<file path="src/rtl/knn_sorted_list.sv">
// knn_sorted_list: K-entry insertion-sorted (distance, label) list with valid/ready streaming readout
module knn_sorted_list #(
  parameter int DATA_W  = 32,
  parameter int LABEL_W = 8,
  parameter int K       = 4,
  parameter int CNT_W   = $clog2(K + 1)
) (
  input  logic                      clk,
  input  logic                      rst,
  input  logic                      start,
  input  logic                      stop,
  input  logic                      in_valid,
  output logic                      in_ready,
  input  logic [DATA_W-1:0]         in_dist,
  input  logic [LABEL_W-1:0]        in_label,
  output logic                      out_valid,
  input  logic                      out_ready,
  output logic [DATA_W+LABEL_W-1:0] out_data,
  output logic                      out_last,
  output logic [CNT_W-1:0]          count,
  output logic                      done
);
  localparam int IDX_W = K > 1 ? $clog2(K) : 1;
  typedef enum logic [1:0] {IDLE, RUN, OUT} state_t;
  state_t              r_state, w_state_nxt;
  logic [DATA_W-1:0]   r_dist  [K];
  logic [LABEL_W-1:0]  r_label [K];
  logic [K-1:0]        r_occ, w_lt;
  logic [CNT_W-1:0]    r_count;
  logic [IDX_W-1:0]    r_ptr;
  logic                r_done, w_done_nxt, w_ins, w_hs, w_last;
  // Unoccupied slots behave as +infinity; strict compare places ties after existing entries
  for (genvar i = 0; i < K; i++) begin : g_lt
    assign w_lt[i] = !r_occ[i] || (in_dist < r_dist[i]);
  end
  assign in_ready  = r_state == RUN;
  assign out_valid = r_state == OUT;
  assign w_ins     = in_valid && in_ready && |w_lt;
  assign w_hs      = out_valid && out_ready;
  assign w_last    = CNT_W'(r_ptr) == r_count - CNT_W'(1);
  assign out_last  = out_valid && w_last;
  assign out_data  = {r_dist[r_ptr], r_label[r_ptr]};
  assign count     = r_count;
  assign done      = r_done;
  always_comb begin
    w_state_nxt = r_state;
    w_done_nxt  = 1'b0;
    if (start)
      w_state_nxt = RUN;
    else if (r_state == RUN && stop) begin
      w_done_nxt  = r_count == '0 && !w_ins;
      w_state_nxt = w_done_nxt ? IDLE : OUT;
    end else if (w_hs && w_last) begin
      w_state_nxt = IDLE;
      w_done_nxt  = 1'b1;
    end
  end
  always_ff @(posedge clk or negedge rst) begin
    if (!rst) begin
      r_state <= IDLE;
      r_done  <= 1'b0;
      r_occ   <= '0;
      r_count <= '0;
      r_ptr   <= '0;
      for (int i = 0; i < K; i++) begin
        r_dist[i]  <= '0;
        r_label[i] <= '0;
      end
    end else begin
      r_state <= w_state_nxt;
      r_done  <= w_done_nxt;
      if (start) begin
        r_occ   <= '0;
        r_count <= '0;
        r_ptr   <= '0;
      end else begin
        if (w_ins) begin
          if (w_lt[0]) begin
            r_dist[0]  <= in_dist;
            r_label[0] <= in_label;
            r_occ[0]   <= 1'b1;
          end
          // A slot below the insertion point inherits its upper neighbour
          for (int i = 1; i < K; i++)
            if (w_lt[i]) begin
              r_dist[i]  <= w_lt[i-1] ? r_dist[i-1]  : in_dist;
              r_label[i] <= w_lt[i-1] ? r_label[i-1] : in_label;
              r_occ[i]   <= w_lt[i-1] ? r_occ[i-1]   : 1'b1;
            end
          r_count <= r_count + CNT_W'(r_count != CNT_W'(K));
        end
        if (w_hs && !w_last)
          r_ptr <= r_ptr + IDX_W'(1);
      end
    end
  end
endmodule

</file>
<file path="config.mk">
export PLATFORM = sky130hd
export DESIGN_NAME = knn_sorted_list
export DESIGN_NICKNAME = d
export VERILOG_FILES = /design/src/rtl/knn_sorted_list.sv
export SDC_FILE = /design/constraint.sdc
export NUM_CORES = 1
export LEC_CHECK = 0
export CAP_MARGIN = 20
export CORE_ASPECT_RATIO = 0.9
export CORE_MARGIN = 10
export CORE_UTILIZATION = 30
export CTS_CLUSTER_DIAMETER = 150
export CTS_CLUSTER_SIZE = 8
export DETAILED_ROUTE_END_ITERATION = 12
export PLACE_DENSITY_LB_ADDON = 0.08
export SKIP_CTS_REPAIR_TIMING = 1
export SLEW_MARGIN = 0
export SYNTH_ARGS = -nofsm -noshare
export SYNTH_HDL_FRONTEND = slang
export SYNTH_SLANG_ARGS = --single-unit
</file>
<file path="constraint.sdc">
create_clock -name clk -period 4.75 [get_ports clk]
set_clock_uncertainty 0.05 [all_clocks]
set_input_delay 1.1875 -clock clk [delete_from_list [all_inputs] [get_ports clk]]
set_output_delay 1.1875 -clock clk [all_outputs]
set_load 0.01 [all_outputs]
</file>
==> key figures, run 1 <==
Power
  – Pwr Density: 476 mW/mm2
  – Maximum VDD drop: between 0.15 and 0.2 mV
  – Final Power: 0.00669 W
  – Leakage power: 7.06 nW

Synth
  – Synth Register Bits: roughly 170
  – Sequential area share after synthesis: between 30% and 40%
  – Post-Syn Area per Cell: between 9 and 10 um2
  – Asr flop ratio synth: 100%
  – Cells after Synth: 1199
  – Mapped Area: 0.0116 mm2
  – Synth warn: 0
  – Syn nets: about 1400
  – Post-synth EDFFs: 0
  – Synth cell types: 50
  – Post-synth top flop: dfrtp_1

GRT
  – First-pass GRT wire length: 56.6 mm
  – Number of global-route vias before repair: ~9300
  – Total global routing overflow: 0
  – Gr usage total: 15.8%
  – Largest net degree at the start of global routing: 77
  – Antenna violations before repair: 0

Floorplanning
  – Die Span Y: 206 um
  – Starting Density: 30.3%
  – Total core area: 0.0382 mm2
  – I/O pin cnt: 93
  – Row Count: 68
  – Die area: 0.0469 mm2
  – Die X: 227 um

STA
  – Part of the cycle the worst path needs: 88.9%
  – Worst-Margin Slew: 0.814 ns
  – Slew Limit Fails: 0
  – Final setup viols: 0
  – Worst slew margin: 45.8%
  – Final Hold Vio Count: 0
  – Top achievable clock speed: roughly 0.24 GHz
  – RSZ-0062 raised after global routing: no
  – Setup TNS: 0 ns
  – Final Critical Period: 4.22 ns

Layout
  – Fill cells: slightly below 4000
  – Share of cells above drive strength 1: 11.2%
  – Commonest non-fill, non-tap cell in the layout: dfrtp_1
  – Finished Core Util: 36.8%
  – Footprint of the multi-input gates: 0.00658 mm2
  – Most frequent cells in the layout: dfrtp_1 (170), inv_1 (133), ha_1 (127)
  – Storage element area: 0.00431 mm2
  – Antenna Cells: 0
  – Syn-to-layout area delta: 21.2%
  – Layout Nets: about 1500

Place
  – Dpl hpwl: about 26 mm
  – PortBufs: 92
  – Gpl congestion: 0.781

Clock tree
  – CTS clk-pin slew, worst paths: about 0.07 ns
  – Clock Latency Late Sink: between 0.4 and 0.5 ns
  – H-tree levels: 4
  – CTS Sinks: approximately 170
  – Root buffer cell: clkbuf_16
  – TritonCTS Buffers: 17
  – CTS Buffer Depth: 2
  – CTS tree: built

Worst setup path
  – CP Class: primary input to flop
  – CP required: 5.04 ns
  – Crit path arrival time: 4.51 ns
  – Cell Chain, Critical Path: clkdlybuf4s50_1 > ha_1 > nand4_1 > nor3_1 > buf_4 > or4b_1 > a311oi_2 > nor2_4 > nor4_4 > nor2_2 > o21a_1
  – Critical-path top delay cell: a311oi_2
  – Critical Path Start Type: primary input
  – Critical Path Max Stage Delay: 0.49 ns
  – Crit path max-delay family: simple AND/OR/NAND/NOR gates
  – Crit end category: flop
  – Worst path buffer plus inverter count: 2
  – CP Max Fanout: 6

Routing
  – DRT Pass-1 Iters: 5
  – DR vias/cell: 4.96
  – DR WL/cell: 19.7 um
  – DRC violations left: 0
  – Via count: around 9000
  – WL final: around 36 mm
  – Iter 0 DRT Violations: 510
  – Post-route ant nets: 0

Hold path
  – Worst hold-check path type: flop to flop

Flow run
  – Max-Cap Viols: 0

Run status
  – Status: completed
[report_power, final]
part	switching, W	leakage [nW]	internal (W)	total, W
logic	0.00139	4.75	0.00133	0.00272
registers	0.000515	2.02	0.00200	0.00252
clock network	0.000653	0.282	0.000796	0.00145
[per-layer routing]
layer | global-route usage (%) | up-vias | wire [um]
met3 | 3.19 | 13 | 1210
met5 | 0 | - | 0
met4 | 2.93 | 0 | 248
met1 | 22.7 | 4387 | 18300
met2 | 24.2 | 131 | 16000
li1 | - | 4450 | -
[kinds of logic after synthesis]
family / after synthesis / synth area share (%)
XOR/XNOR: 5 / 0.378
buffers and inverters: 189 / 6.41
adder cells (fa/ha/maj): 127 / 13.7
multiplexers: 172 / 19.3
flip-flops: 172 / 37.2
AND/OR/NAND/NOR: 275 / 10.6
AO/OA/AOI/OAI: 259 / 12.5
[metrics by stage]
step                      instance area (um2)  setup WS (ns)  hold WS (ns)  cells
after floorplan                         11600           1.26         0.415   1199
after global placement                  13500         0.0238         0.432   1778
after detailed placement                13500         0.0411         0.441   1778
after CTS                               14000          0.516         0.459   1810
after global routing                    14000          0.322         0.495   1810
final                                   14000          0.529         0.456   1810
[flip-flops by register name, indices dropped and copies added, names as in the netlist]
name and count:
r_ptr 2, r_state 2, r_label 32, r_occ 4
done 1, r_dist 128, count 3
[cell type report]
class / instances / share of cell area [%]
timing repair buffer: 145 / 10.4
multi-input combinational: 838 / 46.9
inverter: 133 / 3.56
clock buffer: 20 / 3.18
tap: 490 / 4.37
sequential: 172 / 30.7
clock inverter: 12 / 0.980
[final timing paths]
path                       depth (start not counted)          end  slack, ns        start
hold reg to reg                                    1   r_state[0]       0.46   r_state[0]
hold / removal                                     1   r_state[0]       0.46   r_state[0]
setup / recovery                                  11   r_state[1]       0.53  in_dist[15]
setup reg to reg                                  11   r_state[1]       1.31  r_dist[111]
min in group asynchronous                          1  r_dist[109]       0.73          rst
max in group asynchronous                          2  r_label[27]       3.08          rst
[cell usage after synthesis, types with 15 or more instances]
library cell  instances  area (um2)
a21oi_1             128         641
buf_2                26         130
clkbuf_1             26        97.6
dfrtp_1             172        4300
ha_1                127        1590
inv_1               133         499
mux2i_1             123        1230
mux4_2               40         901
nand2_1             112         420
nand3_1              15        75.1
nor2_1              100         375
o21ai_0              89         445
[worst reg2reg max path: stages (launching register included)]
cell and delay, ns:
dfrtp_1 0.36, inv_1 0.07, ha_1 0.35, nand4_1 0.17
nor3_1 0.35, buf_4 0.18, or4b_1 0.45, a311oi_2 0.49
nor2_4 0.13, nor4_4 0.44, nor2_2 0.11, o21a_1 0.19
Power figures use the tool's default switching activity.
==> run 2: changes to the inputs <==
--- a/config.mk
+++ b/config.mk
@@ -7,13 +7,12 @@
 export LEC_CHECK = 0
 export CAP_MARGIN = 20
 export CORE_ASPECT_RATIO = 0.9
-export CORE_MARGIN = 10
+export CORE_MARGIN = 3
 export CORE_UTILIZATION = 30
-export CTS_CLUSTER_DIAMETER = 150
+export CTS_CLUSTER_DIAMETER = 120
 export CTS_CLUSTER_SIZE = 8
 export DETAILED_ROUTE_END_ITERATION = 12
 export PLACE_DENSITY_LB_ADDON = 0.08
-export SKIP_CTS_REPAIR_TIMING = 1
 export SLEW_MARGIN = 0
 export SYNTH_ARGS = -nofsm -noshare
 export SYNTH_HDL_FRONTEND = slang
==> key figures, run 2 (same netlist as run 1, synthesis figures left out) <==
Run status
  – Status: completed

Power
  – Power share of the combinational group: between 40 and 50%
  – Sequential share of power: 37.4%
  – Leakage power: just over 7 nW
  – Internal power: 0.00417 W
  – Switching part of the total: between 30% and 40%
  – Switching Power: ~0.0026 W
  – Pwr Density: approximately 480 mW/mm2
  – Clock group share of total power: 21.7%
  – Maximum VDD drop: 0.209 mV

Hold path
  – WHS Path Cells: 1
  – Worst Hold End: r_state[0]
  – Worst hold-check path type: flop to flop
  – Hold_sp: r_state[0]

STA
  – Hold slack final: roughly 0.45 ns
  – Worst slew margin: between 40% and 50%
  – Top achievable clock speed: 0.230 GHz
  – Final Hold Vio Count: 0
  – Final Critical Period: 4.35 ns
  – Final worst setup slack: around 0.40 ns
  – Slew Limit Fails: 0
  – Worst-Margin Slew: 0.860 ns
  – Final setup viols: 0
  – RSZ-0062 raised after global routing: no
  – Setup TNS: 0 ns
  – Part of the cycle the worst path needs: approximately nine tenths

GRT
  – First-pass GRT wire length: 56.1 mm
  – Gr usage total: 18.1%
  – Total global routing overflow: 0
  – Largest net degree at the start of global routing: 81
  – Antenna violations before repair: 0
  – Number of global-route vias before repair: 9092

Worst setup path
  – RR Startpoint: r_dist[101]
  – Crit end category: flop
  – R2r setup slk: 1.16 ns
  – CP required: 5.04 ns
  – FF-to-FF End: r_label[28]
  – Crit path arrival time: 4.64 ns
  – Critical Path Start Type: primary input
  – CP Class: primary input to flop
  – CP Max Fanout: 13
  – R2R cell count: 10

Clock tree
  – CTS tree: built
  – CTS resizes: 0
  – CTS Buffer Depth: 2
  – Root buffer cell: clkbuf_16
  – CTS clk-pin slew, worst paths: 0.07 ns
  – Setup Buffers After CTS: 0
  – Clock Latency Late Sink: 0.46 ns
  – Cts hold-fix bufs: 0
  – TritonCTS Buffers: 17
  – CTS Sinks: 172
  – H-tree levels: 4

Layout
  – Antenna Cells: 0
  – Max reg flops: 128
  – Layout Nets: 1486
  – Most frequent cells in the layout: dfrtp_1 (170), inv_1 (133), ha_1 (127)
  – Biggest register: r_dist
  – Post-Layout Cell Count: 1809
  – Biggest regs: r_dist: 128 flops, r_label: 32 flops, r_occ: 4 flops
  – Syn-to-layout area delta: 22.0%
  – Commonest non-fill, non-tap cell in the layout: dfrtp_1
  – Fill cells: 3807
  – Share of cells above drive strength 1: 11.6%

Routing
  – Via count: 9060
  – WL final: 35.7 mm
  – DR vias/cell: between 5 and 6
  – DRT Pass-1 Iters: 5
  – DRC violations left: 0
  – Post-route ant nets: 0
  – DR WL/cell: 19.7 um
  – Iter 0 DRT Violations: roughly 530

Place
  – Post-place setup slack: -0.00770 ns
  – DP Cell Count: 1777
  – Gpl congestion: 0.796
  – Dpl hpwl: 25.1 mm
  – PortBufs: about 90

Floorplanning
  – Total core area: 0.0376 mm2
  – I/O pin cnt: between 90 and 100
  – Die X: about 210 um
  – Die area: 0.0410 mm2
  – Row Count: 67
  – Die Span Y: 192 um
  – Starting Density: 30.8%

Flow run
  – Max-Cap Viols: 0
## run 2: cell types whose count changed in the layout (fill, tap and decap cells not counted), sizes merged
cell	delta
clkinv	-2
inv	-2
clkbuf	+3
buf	+6
clkinvlp	+1
## run 2: power by group through the flow
stage                     registers [W]  logic [W]  clock network (W)
after global placement          0.00254    0.00276                  0
final                           0.00252    0.00275            0.00146
after floorplan                 0.00235    0.00180                  0
after global routing            0.00261    0.00316            0.00158
after detailed placement        0.00254    0.00277                  0
after CTS                       0.00251    0.00279            0.00152
## run 2: final cells by class
cell class | count | area [um2] | share of cell area, %
Multi-Input combinational cell | 838 | 6580 | 46.6
Sequential cell | 172 | 4310 | 30.5
Timing Repair Buffer | 151 | 1540 | 10.9
Tap cell | 483 | 604 | 4.28
Inverter | 133 | 499 | 3.53
Clock buffer | 23 | 488 | 3.45
Clock inverter | 9 | 110 | 0.779
## run 2: how the worst max path moves through the flow
stage             endpoint         from  slack, ns
4_1_cts        r_label[25]   in_dist[5]       0.47
6_report       r_label[28]   in_dist[5]       0.40
5_1_grt         r_state[1]  in_dist[14]       0.32
3_3_place_gp   r_label[26]   in_dist[5]      -0.03
3_5_place_dp   r_label[28]   in_dist[5]     -0.008
2_1_floorplan   r_state[1]  in_dist[14]       1.26
## run 2: per-layer routing
| metal | vias up | wire [um] | global-route usage [%] |
|---|---|---|---|
| li1 | 4458 | - | - |
| met1 | 4443 | 19300 | 28.5 |
| met2 | 150 | 15000 | 25.9 |
| met3 | 9 | 1300 | 3.27 |
| met4 | 0 | 158 | 2.99 |
| met5 | - | 0 | 0 |
## run 2: metrics by stage
step | utilization, % | cell area, um2 | power [W]
after floorplan | - | 11600 | 0.00416
after global placement | 35.9 | 13500 | 0.00530
after CTS | 37.5 | 14100 | 0.00682
after global routing | 37.5 | 14100 | 0.00735
after detailed placement | 35.9 | 13500 | 0.00530
final | 37.5 | 14100 | 0.00673
## run 2: critical path: stages
cell and delay, ns:
clkdlybuf4s50_1 0.44, ha_1 0.34, a21oi_1 0.22, o21ai_0 0.28, a222oi_1 0.81, a311oi_2 0.26
buf_4 0.20, nor4_4 0.26, buf_4 0.27, mux2_2 0.35
==> run 3: changes to the inputs <==
--- a/config.mk
+++ b/config.mk
@@ -5,6 +5,7 @@
 export SDC_FILE = /design/constraint.sdc
 export NUM_CORES = 1
 export LEC_CHECK = 0
+export ABC_AREA = 1
 export CAP_MARGIN = 20
 export CORE_ASPECT_RATIO = 0.9
 export CORE_MARGIN = 3
==> key figures, run 3 <==
Synth
  – Mapped Area: 0.0118 mm2
  – Top cells by instance count after synthesis: nand2_1 (376), dfrtp_1 (172), a21oi_1 (167), inv_1 (167), o21ai_0 (148)
  – Post-synth EDFFs: 0
  – Syn nets: about 1700
  – Post-synth top flop: dfrtp_1
  – Asr flop ratio synth: 100%
  – Top cell type's share of synthesized area: 36.5%
  – Post-Syn Area per Cell: between 7 and 8 um2
  – Leading area contributor after synthesis: dfrtp_1
  – Top-count cell post-synth: nand2_1
  – Synth warn: 0
  – Synth cell types: 33
  – Area contributors post-synth: dfrtp_1 (36%), ha_1 (13%), nand2_1 (12%)
  – Sequential area share after synthesis: a little over a third
  – Synth Register Bits: between 150 and 200
  – Cells after Synth: 1562

Clock tree
  – TritonCTS Buffers: 17
  – Root buffer cell: clkbuf_16
  – CTS resizes: 0
  – CTS Buffer Depth: 2
  – CTS tree: built
  – Clock Latency Late Sink: 0.46 ns
  – Setup Buffers After CTS: 0
  – CTS clk-pin slew, worst paths: approximately 0.080 ns
  – CTS Sinks: 172
  – Cts hold-fix bufs: 0
  – H-tree levels: 4

Worst setup path
  – Crit path arrival time: between 3 and 4 ns
  – Worst path buffer plus inverter count: 3
  – Crit path top cell by count: a21oi_1
  – Cell Chain, Critical Path: inv_2 > buf_4 > a21oi_1 > a21oi_1 > clkdlybuf4s50_1
  – CP Class: flop to output port
  – Critical Path Start Type: flop
  – Critical Path Max Stage Delay: 0.79 ns
  – CP Max Fanout: 40
  – Critical-path top delay cell: inv_2
  – Crit path max-delay family: buffers and inverters
  – Crit end category: output port
  – CP required: 3.51 ns
  – R2r setup slk: between 1.5 and 2 ns

STA
  – Top achievable clock speed: 0.232 GHz
  – Slew Limit Fails: 0
  – Worst slew margin: 36.0%
  – Setup TNS: 0 ns
  – RSZ-0062 raised after global routing: no
  – Final Hold Vio Count: 0
  – Part of the cycle the worst path needs: 90.6%
  – Final setup viols: 0
  – Worst-Margin Slew: approximately 0.96 ns
  – Final Critical Period: approximately 4.3 ns
  – Hold slack final: 0.446 ns

Hold path
  – Worst hold-check path type: flop to flop

Power
  – Leakage power: 6.56 nW
  – Maximum VDD drop: around 0.21 mV
  – Pwr Density: 496 mW/mm2

GRT
  – Number of global-route vias before repair: 10200
  – Total global routing overflow: 0
  – Gr usage total: 17.7%
  – Largest net degree at the start of global routing: 73
  – Antenna violations before repair: 0
  – First-pass GRT wire length: 58.7 mm

Routing
  – Via count: 10400
  – DR vias/cell: around 4.8
  – Post-route ant nets: 0
  – DR WL/cell: approximately 17 um
  – DRC violations left: 0
  – WL final: 36.4 mm
  – Iter 0 DRT Violations: between 600 and 700
  – DRT Pass-1 Iters: 5

Floorplanning
  – Total core area: 0.0385 mm2
  – Starting Density: 30.6%
  – Die area: 0.0417 mm2
  – Row Count: 68
  – Die X: 215 um
  – Die Span Y: between 150 and 200 um
  – I/O pin cnt: 93

Layout
  – Share of cells above drive strength 1: 4.49%
  – Syn-to-layout area delta: 17.5%
  – Commonest non-fill, non-tap cell in the layout: nand2_1
  – Layout Nets: 1785
  – Max reg flops: about 130
  – Antenna Cells: 0
  – Biggest register: r_dist
  – Biggest regs: r_dist: 128 flops, r_label: 32 flops, r_occ: 4 flops
  – Fill cells: 4082
  – Most frequent cells in the layout: nand2_1 (375), dfrtp_1 (171), a21oi_1 (167)

Flow run
  – Max-Cap Viols: 0

Run status
  – Status: completed

Place
  – Dpl hpwl: about 25 mm
  – Gpl congestion: ~0.76
  – PortBufs: a little over 90
[run 3: cell types whose count changed after synthesis, sizes merged, moves of 13 or more]
| cell | previous run | this run |
|---|---|---|
| nand2 | 112 | 380 |
| o21ai | 89 | 227 |
| inv | 133 | 170 |
| clkbuf | 26 | 42 |
| buf | 30 | 43 |
| o21a | 2 | 32 |
| mux2i | 123 | 0 |
| mux4 | 40 | 0 |
| o211ai | 2 | 74 |
| nor2 | 101 | 65 |
| a21oi | 129 | 167 |
[run 3: cells by family (layout without fill, tap and decap cells)]
kind of cell | Yosys count | after routing | share of synthesized area, %
AO/OA/AOI/OAI | 511 | 511 | 24.1
XOR/XNOR | 5 | 5 | 0.371
adder cells (fa/ha/maj) | 127 | 127 | 13.5
buffers and inverters | 256 | 319 | 8.85
flip-flops | 172 | 172 | 36.5
AND/OR/NAND/NOR | 491 | 491 | 16.8
[run 3: layer usage]
layer	GRT usage (%)	share of wire, %	routed length [um]
met1	25.2	51	18500
met2	28.1	45	16400
met3	3.43	3.2	1170
met4	3.57	0.88	319
met5	0	0	0
[run 3: cell type report]
cell class	count	area (um2)	area share, %
multi-input combinational	1134	6460	46.6
clock buffer	17	425	3.07
inverter	171	646	4.66
sequential	172	4310	31.1
tap	525	657	4.74
timing repair buffer	116	1210	8.77
clock inverter	15	153	1.10
[run 3: stage by stage]
step                      area, um2  power (W)  setup slack, ns  utilization [%]  std cells
final                         13900    0.00687            0.447             36.0       2150
after global routing          13900    0.00757            0.292             36.0       2150
after CTS                     13900    0.00698            0.405             36.0       2150
after detailed placement      13300    0.00549            0.437             34.5       2118
after global placement        13300    0.00547            0.465             34.5       2118
after floorplan               11800    0.00442             1.84                -       1562
[run 3: worst paths after layout]
check / from / to / depth (start not counted)
setup / recovery: r_ptr[1] / out_data[22] / 5
hold / removal: r_label[4] / r_label[4] / 2
setup reg to reg: r_dist[59] / r_dist[29] / 15
hold reg to reg: r_label[4] / r_label[4] / 2
max in group asynchronous: rst / r_dist[89] / 2
min in group asynchronous: rst / r_dist[102] / 1
[run 3: report_power, final]
part | switching [W] | total [W] | leakage [nW] | internal, W
Combinational | 0.00177 | 0.00304 | 4.15 | 0.00127
Clock | 0.000697 | 0.00144 | 0.271 | 0.000739
Sequential | 0.000351 | 0.00239 | 2.14 | 0.00204
Total | 0.00282 | 0.00687 | 6.56 | 0.00405
[run 3: worst min-delay path, stage by stage, from the launching register on]
cell,delay (ns)
dfrtp_1,0.35
nand2_1,0.05
o21ai_1,0.06
